<file path="config.mk">
export PLATFORM = sky130hd
export DESIGN_NAME = uart_tx_fifo
export DESIGN_NICKNAME = d
export VERILOG_FILES = /design/src/rtl/uart_tx_fifo.sv
export SDC_FILE = /design/constraint.sdc
export NUM_CORES = 1
export LEC_CHECK = 0
export CORE_MARGIN = 2
export CORE_UTILIZATION = 35
export DETAILED_ROUTE_END_ITERATION = 10
export HOLD_SLACK_MARGIN = 0.02
export MAX_ROUTING_LAYER = met4
export SYNTH_ARGS = -nofsm -noshare
export SYNTH_HDL_FRONTEND = slang
export SYNTH_SLANG_ARGS = --single-unit
export TNS_END_PERCENT = 100
</file>
<file path="constraint.sdc">
create_clock -name clk -period 6.3 [get_ports clk]
set_clock_uncertainty 0.1 [all_clocks]
set_input_delay 0.63 -clock clk [delete_from_list [all_inputs] [get_ports clk]]
set_output_delay 0.63 -clock clk [all_outputs]
set_load 0.02 [all_outputs]
</file>
<file path="src/rtl/uart_tx_fifo.sv">
// Byte FIFO feeding a UART transmitter: enqueues on a write strobe and hands
// one byte at a time to the UART, paced by the UART busy flag.
module uart_tx_fifo #(
  parameter int DEPTH_LOG2    = 4,
  parameter int START_TIMEOUT = 7
) (
  input  logic                  clk,
  input  logic                  reset,
  input  logic [7:0]            wdata,
  input  logic                  wr,
  output logic                  full,
  output logic                  empty,
  output logic [DEPTH_LOG2:0]   count,
  output logic                  ovf,
  input  logic                  ovf_clr,
  output logic [7:0]            uart_d,
  output logic                  uart_wre,
  input  logic                  uart_bsy,
  output logic [1:0]            fsm_state
);
  localparam int DEPTH = 2 ** DEPTH_LOG2;
  localparam int TW    = $clog2(START_TIMEOUT + 1);
  localparam logic [DEPTH_LOG2:0]   FULL_COUNT   = (DEPTH_LOG2 + 1)'(DEPTH);
  localparam logic [DEPTH_LOG2:0]   CNT_ZERO     = '0;
  localparam logic [DEPTH_LOG2-1:0] PTR_ONE      = (DEPTH_LOG2)'(1);
  localparam logic [TW-1:0]         TCNT_ONE     = TW'(1);
  localparam logic [TW-1:0]         TIMEOUT_LAST = TW'(START_TIMEOUT - 1);

  typedef enum logic [1:0] {
    IDLE       = 2'd0,
    ISSUE      = 2'd1,
    WAIT_START = 2'd2,
    WAIT_END   = 2'd3
  } state_t;

  state_t                state;
  logic [7:0]            mem [DEPTH];
  logic [DEPTH_LOG2-1:0] wr_ptr;
  logic [DEPTH_LOG2-1:0] rd_ptr;
  logic [TW-1:0]         tcnt;
  logic                  push;
  logic                  pop;
  logic                  drop;

  // Write side: a byte is taken on any cycle wr is high and the FIFO is not
  // full (judged on the registered count, so a same-cycle pop does not help).
  // UART side: uart_wre is a one-cycle strobe; the UART acknowledges by
  // raising uart_bsy, and the next byte waits until uart_bsy has fallen.
  assign full      = (count == FULL_COUNT);
  assign empty     = (count == CNT_ZERO);
  assign push      = wr && !full;
  assign drop      = wr && full;
  assign pop       = (state == ISSUE);
  assign fsm_state = state;

  always_ff @(posedge clk) begin
    if (push) mem[wr_ptr] <= wdata;
  end

  always_ff @(posedge clk or posedge reset) begin
    if (reset) begin
      wr_ptr <= '0;
      count  <= '0;
      ovf    <= 1'b0;
    end else begin
      if (push) wr_ptr <= wr_ptr + PTR_ONE;
      count <= count + {{DEPTH_LOG2{1'b0}}, push} - {{DEPTH_LOG2{1'b0}}, pop};
      if (drop)         ovf <= 1'b1;
      else if (ovf_clr) ovf <= 1'b0;
    end
  end

  always_ff @(posedge clk or posedge reset) begin
    if (reset) begin
      state    <= IDLE;
      rd_ptr   <= '0;
      tcnt     <= '0;
      uart_d   <= 8'h00;
      uart_wre <= 1'b0;
    end else begin
      uart_wre <= 1'b0;
      case (state)
        IDLE: begin
          if (!empty && !uart_bsy) state <= ISSUE;
        end
        ISSUE: begin
          uart_d   <= mem[rd_ptr];
          uart_wre <= 1'b1;
          rd_ptr   <= rd_ptr + PTR_ONE;
          tcnt     <= '0;
          state    <= WAIT_START;
        end
        WAIT_START: begin
          if (uart_bsy) begin
            state <= WAIT_END;
          end else begin
            // A UART that never goes busy missed the strobe; give up on that byte.
            tcnt <= tcnt + TCNT_ONE;
            if (tcnt == TIMEOUT_LAST) state <= IDLE;
          end
        end
        WAIT_END: begin
          if (!uart_bsy) state <= IDLE;
        end
        default: state <= IDLE;
      endcase
    end
  end
endmodule

</file>
# Yosys cells after proc, flatten, opt, wreduce, memory -nomap -nowiden

Memories as Yosys holds them, arrays and structs flattened. A register that Yosys moved wholly into a read port is not among the register bits.
Cells that the tools add are included.

Mux-type cells: 12
Eq/ne operators: 9
Add/sub/neg operators: 5
Reduce and logical (&&, ||, !) cells: 12

Operators by type and width:

| kind                | number |
|---|---|
| $add 4x1->4 const B | 2 |
| $mux 2              | 4 |
| $pmux 2 s4          | 1 |
| $ne 2x2->1 const B  | 3 |
| $pmux 3 s2          | 1 |
| $add 5x1->5         | 1 |
| $eq 5x5->1 const B  | 1 |
| $logic_not 5->1     | 1 |
| $mux 1              | 5 |
| $sub 5x1->5         | 1 |
| $eq 2x2->1 const B  | 2 |
| $reduce_bool 2->1   | 2 |
| $add 3x1->3 const B | 1 |
| $eq 3x3->1 const B  | 1 |
| $logic_and 1x1->1   | 3 |
| $logic_not 1->1     | 3 |
| $mux 3              | 1 |
| $ne 3x3->1 const B  | 1 |
| $reduce_and 3->1    | 1 |
| $eq 2x1->1 const B  | 1 |
| $logic_not 2->1     | 1 |
| $reduce_and 2->1    | 1 |

RAM bits: 128
Word-level logic and storage cells: 46
Input bits: 13
Memories kept: 1
Output and inout port bits: 19
Register bits: 20

Memory list:

| memory | words | bits a word | rd ports | clocked after Yosys merged registers in | wr ports | RTL line | RTL |
|---|---|---|---|---|---|---|---|
| mem    | 16    | 8           | 1        | 1                                       | 1        | 37       | `logic [7:0] mem [DEPTH];` |

# Logic depth before layout (Yosys ltp)

Gate-level depths: netlist of run 1.

Word-level depth: 5
Mapped depth: 15

# Least setup slack after synthesis of run 1

OpenSTA, ideal clock, no wires.

Path type: reg2reg
From: register count[2]
To: register count[4]
Required time: 6.120 ns
Slack: 3.478 ns
Stages on the path, launching flop included: 16
Buffers on the path: 1
Arrival time: 2.642 ns
Library setup time: 0.080 ns
Cells stage by stage: dfrtp_1 -> inv_1 -> ha_1 -> and4bb_2 -> nor2b_1 -> buf_2 -> inv_2 -> ha_1 -> inv_1 -> ha_1 -> inv_1 -> fa_1 -> inv_1 -> a21oi_1 -> o21bai_1 -> xnor2_1

Word-level cells in the longest chain between the ends: 5

Ends and longest elaborated chain:

| what                   | RTL line | RTL |
|---|---|---|
| from (decl)            | 13       | `output logic [DEPTH_LOG2:0] count,` |
| from (signal assigned) | 67       | `count <= count + {{DEPTH_LOG2{1'b0}}, push} - {{DEPTH_LOG2{1'b0}}, pop};` |
| $eq 5x5->1             | 49       | `assign full = (count == FULL_COUNT);` |
| net full               | 11       | `output logic full,` |
| $logic_not 1->1        | 51       | `assign push = wr && !full;` |
| $logic_and 1x1->1      | 51       |  |
| $add 5x1->5            | 67       |  |
| $sub 5x1->5            | 67       |  |

The timed path passes the listed nets, and every way through them passes these cells.
A chain may end at the register's enable or synchronous reset.

# Final worst setup path of run 1

From: register count[2]
To: register count[4]

Word-level cells in the longest chain between the ends: 5

Ends and longest elaborated chain:

| what              | RTL line |
|---|---|
| $eq 5x5->1        | 49 |
| $logic_not 1->1   | 51 |
| $logic_and 1x1->1 | 51 |
| $add 5x1->5 *     | 67 |
| $sub 5x1->5 *     | 67 |

Mark *: on every way between the ends. The rest lies on a longest branch, timed or not.

==> results.cfg, run 1 <==
[synthesis]
synth_ff_type = edfxtp_1
ys_ff_latch = 156
yosys_warnings = 0
yosysUniqueCellTypes = 41
synth_cells = 376
synthesis.nets = 403
async_reset_ff_frac = 0.1795
ys_seq_area_frac = 0.7105
synth_area_um2 = 6396
syn_area_per_cell_um2 = 17.01
synth_edf_count = 128

[timing]
relSlewSlack = 0.2220
final.period_utilization = 0.4947
whs_ps = 411.5
drv_slew = 0
max_freq_mhz = 320.9
worst_pin_slew_ps = 1158
fin_crit_ps = 3117
finalSetupTns_ps = 0
rsz0062_at_grt = no
finalHoldViolCount = 0
setup_viol = 0

[final_layout]
postLayoutCellArea_um2 = 7486
final_common_cell = edfxtp_1
final_cell_mix = edfxtp_1 (128), mux2i_1 (32), clkdlybuf4s50_1 (31), dfrtp_1 (27), o22ai_1 (23)
diodes = 0
drive_above_1_share = 0.1429
area.growth.synth_to_final_pct = 17.04
fin_nets = 441
layout.cells.non_filler = 656

[clock_tree]
path_clk_slew_ps = 60
clock_path_buffers = 2
cts_setup_buffers = 0
insertion_delay_ps = 430
cts_buffers = 17
cts_hold_buffers = 0
post_cts_resize_count = 0
cts_tree = done
cts.sinks = 156
root_buffer = clkbuf_16
htree_levels = 4

[global_routing]
grtUsageTotal = 0.1455
antenna_found_initial = 0
grt_max_degree = 52
grt_pass1_wl_um = 20130
first_global_vias = 3453
grt_overflow = 0

[routing]
num_vias = 3303
avgRoutedWirePerCell_um = 19.72
drt_iter0_drc = 233
drt-pass1-iter-count = 5
ant_nets = 0
drcViolationCount = 0
totalWireLength_um = 12940
via_per_inst = 5.035

[power]
vdd_drop_max_mv = 0.2513
p_per_area_nw_per_um2 = 466.0
p_leak_nw = 2.650
power_mw = 3.488

[worst_hold_path]
min_path_cells = 1
hold_class = reg -> reg

[place]
place_area_um2 = 6913
finalWeightedCongestion = 0.7554
io_buffer_count = 31
dp.cells = 624
post-dp-hpwl_um = 8363

[status]
status = finished clean

[critical_path]
critPathLaunchType = register
cp_max_fo = 8
worst-setup-path-type = reg -> reg
endpoint_kind = register
arrival_ps = 3360
cp.required_ps = 6540
reg2reg_depth = 14

[floorplan]
initial_core_util = 0.3561
io_pins = 32
die_w_um = 139.2
placementRows = 49
die_area_um2 = 19370
dieHeight_um = 139.2
coreArea_um2 = 17960

[job]
maxCapViolCount = 0
-- metal layers --
metal / GRT usage / up-vias / wire length, um
met4: 0.05954 / 0 / 225
met5: - / - / 0
met1: 0.1814 / 1667 / 5699
met3: 0.03557 / 14 / 623
li1: - / 1537 / -
met2: 0.2295 / 85 / 6390
-- where the power goes --
| group | internal (mW) | switching [mW] |
|---|---|---|
| sequential | 1.29 | 0.154 |
| combinational | 0.496 | 0.573 |
| clock | 0.525 | 0.448 |
-- cells in the mapped netlist (2+ instances only) --
master	instances	share of area
dfrtp_1	28	0.11
o21ai_0	7	0.0055
o22ai_1	23	0.022
ha_1	13	0.025
mux4_2	8	0.028
buf_1	2	0.0012
mux2i_1	32	0.050
nor2_1	12	0.0070
inv_1	20	0.012
nor2b_1	2	0.0020
xnor2_1	7	0.0096
and2_1	4	0.0039
nor3_1	14	0.011
buf_6	3	0.0053
nand2b_1	4	0.0039
xor2_1	3	0.0041
nor4b_1	2	0.0027
nor4_1	4	0.0039
clkbuf_1	4	0.0023
mux2_2	9	0.016
nand2_1	9	0.0053
mux4_1	8	0.033
buf_2	6	0.0047
nand4_1	2	0.0020
edfxtp_1	128	0.60
a21oi_1	7	0.0055
-- per-stage QoR --
| step | setup slack, ps | utilization |
|---|---|---|
| after floorplan | 3478 | - |
| after global routing | 2835 | 0.4167 |
| after global placement | 3037 | 0.3848 |
| after CTS | 3171 | 0.4167 |
| after detailed placement | 2947 | 0.3848 |
| final | 3183 | 0.4167 |
-- worst max-delay path: stages (launching register included) --
cell and delay [ps]:
dfrtp_1 380, inv_1 80, ha_1 210, and4bb_2 250, nor2b_1 460, inv_2 150, ha_1 310, inv_1 60
ha_1 150, inv_1 60, fa_1 390, inv_1 70, a21oi_1 60, o21bai_1 160, xnor2_1 140
-- kinds of logic after synthesis --
| group | Yosys count | synth area share |
|---|---|---|
| adders and majority gates | 14 | 0.02856 |
| buffers and inverters | 40 | 0.03325 |
| muxes | 57 | 0.1270 |
| AOI/OAI and AO/OA | 41 | 0.03932 |
| DFF | 156 | 0.7105 |
| and+or+nand+nor | 58 | 0.04773 |
| xor gates and xnor gates | 10 | 0.01369 |
-- cell type report --
class	count	area [um2]
fill	1585	10480
sequential	156	4546
multi-input combinational	180	1639
clock buffer	17	425.4
timing repair buffer	38	362.8
tap	229	286.5
clock inverter	15	147.6
inverter	21	78.83
-- final timing paths --
check | from | to | slack (ps)
hold reg to reg | rd_ptr[3] | rd_ptr[3] | 410
setup reg to reg | count[2] | count[4] | 3180
min in group asynchronous | reset | tcnt[2] | 480
hold / removal | rd_ptr[3] | rd_ptr[3] | 410
max in group asynchronous | reset | rd_ptr[0] | 5320
setup / recovery | count[2] | count[4] | 3180
-- sequential cells by signal, indices dropped and copies added, names as in the netlist --
register / count
mem: 128
uart_d: 8
count: 5
rd_ptr: 4
wr_ptr: 4
tcnt: 3
fsm_state: 2
ovf: 1
uart_wre: 1
Power figures use the tool's default switching activity.
==> inputs of run 2 (changes only) <==
==> constraint.sdc (replaced) <==
create_clock -name clk -period 2.5 [get_ports clk]
set_clock_uncertainty 0.1 [all_clocks]
set_input_delay 0.25 -clock clk [delete_from_list [all_inputs] [get_ports clk]]
set_output_delay 0.25 -clock clk [all_outputs]
set_load 0.02 [all_outputs]
==> run 2 against run 1 <==
Final cell count increased by 3.0%. Global-route usage decreased by 0.66 points. Utilization increased by 1.2 points. Sequential share of layout area decreased by 1.6 points. Via count increased by 2.1%. Die area unchanged. Non-clock buffer count increased by 20. Count of clock-buffer cells in the layout unchanged. Maximum frequency increased by 26%. Total power increased to 2.6 times the previous value. Sequential power increased by 140%. Largest power group unchanged. Highest routed layer unchanged.
==> results.cfg, run 2 (same netlist as run 1, synthesis figures left out) <==
[global_routing]
grtUsageTotal = 0.1389
grt_overflow = 0
first_global_vias = 3549
grt_pass1_wl_um = 19620
antenna_found_initial = 0
grt_max_degree = 29

[place]
post-dp-hpwl_um = 8354
place_area_um2 = 7088
finalWeightedCongestion = 0.8240
dp_worst_setup_slack_ps = -131.9
dp.cells = 641
io_buffer_count = 31

[power]
p_per_area_nw_per_um2 = 1168
pwr-share-comb = 0.337
power_mw = 8.988
clock_power_share = 0.270
vdd_drop_max_mv = 0.5202
p_sw_mw = 2.908
pwr-share-seq = 0.393
p_leak_nw = 2.752
internal_power_mw = 6.080
swShare = 0.3235

[final_layout]
final_cell_mix = edfxtp_1 (128), mux2i_1 (32), clkdlybuf4s50_1 (30), buf_4 (26), dfrtp_1 (25)
final_common_cell = edfxtp_1
fin_nets = 461
regMostFlops = mem
drive_above_1_share = 0.2081
postLayoutCellArea_um2 = 7696
reg.largest.list = mem: 128 flops, uart_d: 8 flops, count: 5 flops
diodes = 0
largest_reg_flops = 128
layout.cells.non_filler = 676
area.growth.synth_to_final_pct = 20.32

[timing]
setup_viol = 0
drv_slew = 0
fin_crit_ps = 2471
relSlewSlack = 0.5470
finalSetupTns_ps = 0
setup_ws_ps = 29.24
final.period_utilization = 0.9883
max_freq_mhz = 404.7
finalHoldViolCount = 0
worst_pin_slew_ps = 677.4
rsz0062_at_grt = yes

[floorplan]
io_pins = 32
die_area_um2 = 19370
dieHeight_um = 139.2
initial_core_util = 0.3561
coreArea_um2 = 17960
placementRows = 49
die_w_um = 139.2

[critical_path]
cpPeakStageDelay_ps = 360
slowest_stage = dfrtp_2
cp.required_ps = 2730
arrival_ps = 2700
cp_max_fo = 6
endpoint_kind = register
path_cells = inv_2 > ha_4 > and4bb_2 > nor2b_4 > inv_4 > ha_4 > inv_4 > ha_4 > inv_2 > fa_2 > inv_2 > a21oi_2 > o21bai_1 > xnor2_1
critPathLaunchType = register
worst-setup-path-type = reg -> reg

[routing]
wl_met2_um = 6515
drcViolationCount = 0
wl_met3_um = 427
totalWireLength_um = 12670
top_layer_used = met4
ant_nets = 0
drt-pass1-iter-count = 4
drt_iter0_drc = 233
via_per_inst = 4.988
avgRoutedWirePerCell_um = 18.74
num_vias = 3372
met1_length_um = 5541

[clock_tree]
cts.sinks = 156
htree_levels = 4
cts_hold_buffers = 0
clock_path_buffers = 2
root_buffer = clkbuf_16
cts_tree = done
path_clk_slew_ps = 60
cts_buffers = 17
insertion_delay_ps = 420

[status]
status = finished clean

[job]
maxCapViolCount = 0

[worst_hold_path]
hold_class = in -> async
run 2: power by group through the flow:
stage          combinational (mW)  sequential, mW  clock, mW
2_1_floorplan                1.97            3.65          0
3_3_place_gp                 2.90            3.57          0
3_5_place_dp                 2.98            3.60          0
4_1_cts                      2.99            3.55       2.48
5_1_grt                      3.30            3.59       2.57
6_report                     3.03            3.53       2.43
run 2: repair_timing:
item | 4_1_cts | 5_1_grt
cloned | 0 | 0
gates resized for setup | 3 | 4
pin swaps | 1 | 6
buffers inserted | 0 | 3
endpoints found under the setup margin | 10 | 3
run 2: critical path: cells and delay by family, from the launching register on:
family                   cells  cell delay [ps]
flip-flops                   1              360
buffers and inverters        5              270
AND/OR/NAND/NOR              2              430
XOR/XNOR                     1              150
AO/OA/AOI/OAI                2              200
adder cells (fa/ha/maj)      4              870
run 2: cell type report:
class,instances,area [um2]
Fill cell,1599,10270
Sequential cell,156,4548
Multi-Input combinational cell,180,1690
Timing Repair Buffer,58,524.3
Clock buffer,17,425.4
Tap cell,229,286.5
Clock inverter,15,137.6
Inverter,21,83.83
run 2: final timing paths:
check                                from   endpoint  slack (ps)  cells after the start
worst max-delay path             count[2]   count[4]          30                     14
worst min-delay path                reset    tcnt[1]         120                      3
worst max register to register   count[2]   count[4]          30                     14
worst min register to register  rd_ptr[3]  rd_ptr[3]         400                      1
min in group clk                  ovf_clr        ovf         310                      2
max in group asynchronous           reset   count[3]        1850                      3
run 2: per-layer routing:
layer  vias up  GRT usage
li1       1574          -
met1      1726     0.1686
met2        56     0.2300
met3        16    0.03108
met4         0    0.04891
met5         -          -
run 2: per-stage QoR:
step,hold WS (ps),utilization
finish,115.7,0.4284
global route,151.5,0.4284
CTS,125.6,0.4263
detailed placement,391.8,0.3946
global placement,376.4,0.3946
floorplan,215.3,-
